[src/rtl/pipeline_ctrl_pkg.sv]
// Shared definitions for the pipeline control slice.
// Holds the memory-wait FSM state encoding and the register-index width.
package pipeline_ctrl_pkg;

    // Architectural register index width (x0..x31).
    localparam int REG_IDX_W = 5;

    // RUN: pipeline advances normally; MEM_WAIT: data memory access outstanding.
    typedef enum logic [0:0] {
        RUN      = 1'b0,
        MEM_WAIT = 1'b1
    } pipe_state_t;

endpackage

[src/rtl/pipeline_ctrl_sat_counter.sv]
// Saturating up-counter with synchronous clear.
// Ports:
//   clk_i  - clock
//   rst_i  - synchronous active-high reset, counter to zero
//   clr_i  - synchronous clear, wins over increment
//   inc_i  - increment by one; the count sticks at all-ones
//   cnt_o  - current count
module sat_counter #(
    parameter int W = 8
) (
    input  logic         clk_i,
    input  logic         rst_i,
    input  logic         clr_i,
    input  logic         inc_i,
    output logic [W-1:0] cnt_o
);

    logic [W-1:0] cnt_reg;
    logic [W-1:0] cnt_next;

    always_comb begin
        cnt_next = cnt_reg;
        if (clr_i) begin
            cnt_next = '0;
        end else if (inc_i && (cnt_reg != '1)) begin
            cnt_next = cnt_reg + W'(1);
        end
    end

    always_ff @(posedge clk_i) begin
        if (rst_i) begin
            cnt_reg <= '0;
        end else begin
            cnt_reg <= cnt_next;
        end
    end

    assign cnt_o = cnt_reg;

endmodule

[src/rtl/pipeline_ctrl.sv]
// Stall/flush sequencer for the five-stage pipeline.
// Detects load-use hazards, ID-stage taken branches and multi-cycle data
// memory accesses, and drives the hold/flush/bubble controls of the
// pipeline registers. A two-state FSM freezes the pipe while memory is busy.
// Ports:
//   clk_i, rst_i          - clock, synchronous active-high reset
//   id_rs1_i, id_rs2_i    - source registers of the instruction in IF/ID
//   ex_memread_i, ex_rd_i - load flag / destination of the instruction in ID/EX
//   branch_taken_i        - taken branch/jump resolved in ID
//   mem_req_i, mem_ready_i- data memory request / completion
//   pc_write_o            - PC update enable
//   if_id_stall_o         - IF/ID hold
//   if_id_flush_o         - IF/ID clear
//   id_ex_bubble_o        - NOP into ID/EX
//   pipe_hold_o           - ID/EX and EX/MEM hold
//   mem_wb_bubble_o       - NOP into MEM/WB
//   stall_cnt_o           - saturating count of stall cycles since reset
//   mem_err_o             - sticky memory-timeout flag
module pipeline_ctrl
    import pipeline_ctrl_pkg::*;
#(
    parameter int CNT_W       = 32,
    parameter int MEM_TIMEOUT = 64
) (
    input  logic                 clk_i,
    input  logic                 rst_i,
    input  logic [REG_IDX_W-1:0] id_rs1_i,
    input  logic [REG_IDX_W-1:0] id_rs2_i,
    input  logic                 ex_memread_i,
    input  logic [REG_IDX_W-1:0] ex_rd_i,
    input  logic                 branch_taken_i,
    input  logic                 mem_req_i,
    input  logic                 mem_ready_i,
    output logic                 pc_write_o,
    output logic                 if_id_stall_o,
    output logic                 if_id_flush_o,
    output logic                 id_ex_bubble_o,
    output logic                 pipe_hold_o,
    output logic                 mem_wb_bubble_o,
    output logic [CNT_W-1:0]     stall_cnt_o,
    output logic                 mem_err_o
);

    // Timeout counter is wide enough to hold MEM_TIMEOUT itself.
    localparam int                TO_W    = $clog2(MEM_TIMEOUT + 1);
    localparam logic [TO_W-1:0]   TO_LAST = TO_W'(MEM_TIMEOUT - 1);

    pipe_state_t     state_reg;
    pipe_state_t     state_next;
    logic            freeze;
    logic            load_use;
    logic [TO_W-1:0] to_cnt;
    logic            mem_err_reg;
    logic            mem_err_next;

    // A request that completes in its own cycle never freezes the pipe.
    assign freeze = ((state_reg == MEM_WAIT) && !mem_ready_i) ||
                    ((state_reg == RUN) && mem_req_i && !mem_ready_i);

    // x0 is hardwired zero, so a load into it never creates a dependency.
    assign load_use = ex_memread_i && (ex_rd_i != '0) &&
                      ((ex_rd_i == id_rs1_i) || (ex_rd_i == id_rs2_i));

    always_ff @(posedge clk_i) begin
        if (rst_i) begin
            state_reg   <= RUN;
            mem_err_reg <= 1'b0;
        end else begin
            state_reg   <= state_next;
            mem_err_reg <= mem_err_next;
        end
    end

    // Next state and control outputs. Priority: reset > freeze > load-use > branch.
    always_comb begin
        state_next      = state_reg;
        pc_write_o      = 1'b1;
        if_id_stall_o   = 1'b0;
        if_id_flush_o   = 1'b0;
        id_ex_bubble_o  = 1'b0;
        pipe_hold_o     = 1'b0;
        mem_wb_bubble_o = 1'b0;

        case (state_reg)
            RUN:      if (mem_req_i && !mem_ready_i) state_next = MEM_WAIT;
            MEM_WAIT: if (mem_ready_i)               state_next = RUN;
            default:                                 state_next = RUN;
        endcase

        if (rst_i) begin
            // Keeps IF/ID empty while reset is held.
            if_id_flush_o = 1'b1;
        end else if (freeze) begin
            pc_write_o      = 1'b0;
            if_id_stall_o   = 1'b1;
            pipe_hold_o     = 1'b1;
            mem_wb_bubble_o = 1'b1;
        end else if (load_use) begin
            // A coincident branch is dropped; ID re-resolves it next cycle.
            pc_write_o     = 1'b0;
            if_id_stall_o  = 1'b1;
            id_ex_bubble_o = 1'b1;
        end else if (branch_taken_i) begin
            if_id_flush_o = 1'b1;
        end
    end

    // The flag sets at the end of the MEM_TIMEOUT-th MEM_WAIT cycle.
    always_comb begin
        mem_err_next = mem_err_reg;
        if ((state_reg == MEM_WAIT) && (to_cnt >= TO_LAST)) begin
            mem_err_next = 1'b1;
        end
    end

    sat_counter #(
        .W (CNT_W)
    ) u_stall_cnt (
        .clk_i (clk_i),
        .rst_i (rst_i),
        .clr_i (1'b0),
        .inc_i (freeze || load_use),
        .cnt_o (stall_cnt_o)
    );

    // Counts MEM_WAIT cycles; cleared on the edge that returns to RUN.
    sat_counter #(
        .W (TO_W)
    ) u_timeout_cnt (
        .clk_i (clk_i),
        .rst_i (rst_i),
        .clr_i ((state_reg == MEM_WAIT) && mem_ready_i),
        .inc_i (state_reg == MEM_WAIT),
        .cnt_o (to_cnt)
    );

    assign mem_err_o = mem_err_reg;

endmodule

[config.mk]
export PLATFORM = sky130hd
export DESIGN_NAME = pipeline_ctrl
export DESIGN_NICKNAME = d
export VERILOG_FILES = /design/src/rtl/pipeline_ctrl_pkg.sv /design/src/rtl/pipeline_ctrl_sat_counter.sv /design/src/rtl/pipeline_ctrl.sv
export SDC_FILE = /design/constraint.sdc
export NUM_CORES = 1
export LEC_CHECK = 0
export BUFFER_PORTS_ARGS = -buffer_cell sky130_fd_sc_hd__buf_4
export CAP_MARGIN = 5
export CORE_MARGIN = 10
export CORE_UTILIZATION = 35
export DETAILED_ROUTE_END_ITERATION = 10
export RECOVER_POWER = 100
export REMOVE_ABC_BUFFERS = 1
export SETUP_SLACK_MARGIN = 0.5
export SYNTH_ARGS = -nofsm -noshare
export SYNTH_HDL_FRONTEND = slang
export SYNTH_SLANG_ARGS = --single-unit
[constraint.sdc]
create_clock -name clk_i -period 2.8 [get_ports clk_i]
set_input_delay 0.56 -clock clk_i [delete_from_list [all_inputs] [get_ports clk_i]]
set_output_delay 0.56 -clock clk_i [all_outputs]
set_load 0.05 [all_outputs]
==> flow_metrics.py <==
metrics = {
    "cts": {
        "cts_tree": "built",
        "cts_sinks": 41,
        "path_clk_slew_ns": 0.07,
        "cts_max_path_buffers": 2,
        "clock_tree.root_cell": "clkbuf_8",
        "cts_hold_buf": 0,
        "cts_buffers": 5,
        "htree_levels": 2,
        "clk_latency_ns": 0.30,
    },
    "final_layout": {
        "drive_gt1_frac": 0.182,
        "fillCellCount": 668,
        "final_common_cell": "dfxtp_1",
        "nets": 348,
        "stdcell_count": 401,
        "syn_to_final_growth_pct": 24.3,
        "regArea_um2": 823,
        "multiInputGateArea_um2": 1380,
        "largest_reg_flops": 32,
        "diodes": 0,
        "final_cell_mix": "dfxtp_1, clkbuf_1, nor2_1",
        "postLayoutCoreUtil": 0.443,
    },
    "global_route": {
        "grt_pass1_vias": 1960,
        "grt.overflow.total": 0,
        "grt_max_degree": 45,
        "antenna_found_initial": 0,
        "grt_pass1_wl_um": 9320,
        "grt_util_all_layers": 0.110,
        "grt_util_met1": 0.124,
        "use_met2": 0.180,
        "top_usage_layer": "met2",
        "use_met3": 0.0446,
    },
    "status": {
        "violations": "capacitance limit, slew limit",
        "outcome": "complete, but fails checks",
    },
    "sta": {
        "clock_skew_ns": 0.00546,
        "timing.final.max_slew_violations": 45,
        "setup_violations": 0,
        "fmax_ghz": 0.392,
        "tightest_slew_ns": 1.92,
        "tns_ns": 0,
        "relSlewSlack": -0.277,
        "min_period_ns": 2.55,
        "hold_violations": 0,
        "final.setup.worst_slack_ns": 0.250,
        "min_period_over_period": 0.911,
        "rsz0062_at_grt": "true",
        "whs_ns": 0.497,
    },
    "placement": {
        "placed_cells": 390,
        "place_congestion": 0.731,
        "dpl_worst_slack_ns": 0.188,
        "dp_hpwl_um": 4230,
        "port_buffers": 59,
    },
    "synthesis": {
        "synth_ff_type": "dfxtp_1",
        "synth.distinct_cells": 51,
        "netlist_area_um2": 2240,
        "synth_top_area_cell": "dfxtp_1",
        "async_flop_share": 0,
        "yosys_warnings": 0,
        "synth_edf_count": 0,
        "yosys-top-cells-area": "dfxtp_1, xnor2_1, nor2_1",
        "ys_seq_elements": 41,
        "syn_inst": 262,
        "ys_seq_area_frac": 0.367,
        "synth_top_area_share": 0.367,
        "synth.avg_cell_area_um2": 8.54,
    },
    "detailed_routing": {
        "dr.pass1.iters": 4,
        "wire_per_inst_um": 14.1,
        "vias": 2092,
        "drt_iter0_markers": 76,
        "routed_wl_um": 5650,
        "vias_per_cell": 5.22,
        "ant_nets": 0,
        "drc_errors": 0,
    },
    "worst_setup_path": {
        "cp_slowest_cell": "o22ai_1",
        "cp-end-kind": "output pin",
        "cp_max_fo": 3,
        "crit_type": "in -> out",
        "cp.required_ns": 2.24,
        "cp_cell_sequence": "buf_8, buf_4, xnor2_1, nand3_1, o22ai_1, a21oi_4, or2_4, clkbuf_2",
        "critPathMaxStageDelay_ns": 0.35,
        "cp_top_family": "buffers and inverters",
        "crit_buf_inv": 3,
        "cp-start-kind": "input port",
        "cp.arrival_ns": 1.99,
    },
    "power": {
        "peakVddDrop_v": 0.000157,
        "cellPowerDensity_nw_per_um2": 401,
        "leakagePower_nw": 1.05,
    },
    "floorplanning": {
        "dieArea_um2": 9990,
        "dieWidth_um": 100,
        "ios": 60,
        "core_um2": 6280,
        "fp-row-count": 29,
        "start_util": 0.357,
        "fp.dieH_um": 100,
    },
    "flow_run": {
        "maxCapViolCount": 1,
    },
    "hold_path": {
        "hp-class": "reg -> reg",
    },
}
## cell usage after synthesis (3+ instances only)
cell and instances:
dfxtp_1 41, nor2_1 33, nand4_1 18, nand3_1 17
a21oi_1 15, xnor2_1 15, nand2_1 11, xor2_1 10
nor2b_1 9, or3_1 8, mux2_1 7, and3_1 6
o21ai_0 6, inv_1 5, or4_1 5, o31ai_1 4
a21o_1 3, buf_1 3, clkbuf_1 3, nor3_1 3
## logic make-up after synthesis
family          after synthesis  synth area share
simple gates                127             0.314
compound gates               41             0.126
flops                        41             0.367
xor+xnor                     25            0.0978
buf+inv                      17            0.0397
mux                           9            0.0442
fa+ha+maj                     2            0.0112
## final timing paths
kind	slack [ns]	cells after the start	startpoint	endpoint
setup / recovery	0.25	8	ex_rd_i[4]	pc_write_o
hold / removal	0.50	2	mem_err_o	mem_err_o
setup reg to reg	0.53	6	u_stall_cnt.cnt_o[17]	u_stall_cnt.cnt_o[31]
hold reg to reg	0.50	2	mem_err_o	mem_err_o
## layer usage
metal,part of all wire,wire (um),up-vias
met5,0,0,-
met2,0.48,2690,54
met4,0.019,105,0
met3,0.076,427,8
met1,0.43,2430,963
li1,-,-,1067
## final cells by class
class,instances,share of cell area
multi-input combinational,204,0.495
sequential,41,0.296
inverter,5,0.00674
clock inverter,1,0.00180
clock buffer,5,0.0247
tap,77,0.0346
timing repair buffer,68,0.141
## repair_timing
action	4_1_cts	5_1_grt
pin swaps	5	5
gates resized for setup	16	11
endpoints found under the setup margin	10	14
hold endpoints to repair	0	0
buffers inserted	4	1
## tightest hold or removal path, cell delays in order (launching register included)
cell	delay [ns]
dfxtp_1	0.34
a21oi_1	0.04
nor2_1	0.08
## through the flow
step	cell area (um^2)	total power, mW
finish	2780	1.12
floorplan	2170	0.685
global placement	2740	0.750
detailed placement	2740	0.752
global route	2780	1.16
CTS	2890	1.13
## report_power, final
part / total, mW / internal, mW / switching, mW
Sequential: 0.592 / 0.587 / 0.00543
Clock: 0.367 / 0.164 / 0.203
Combinational: 0.157 / 0.0641 / 0.0931
Power figures use the tool's default switching activity.
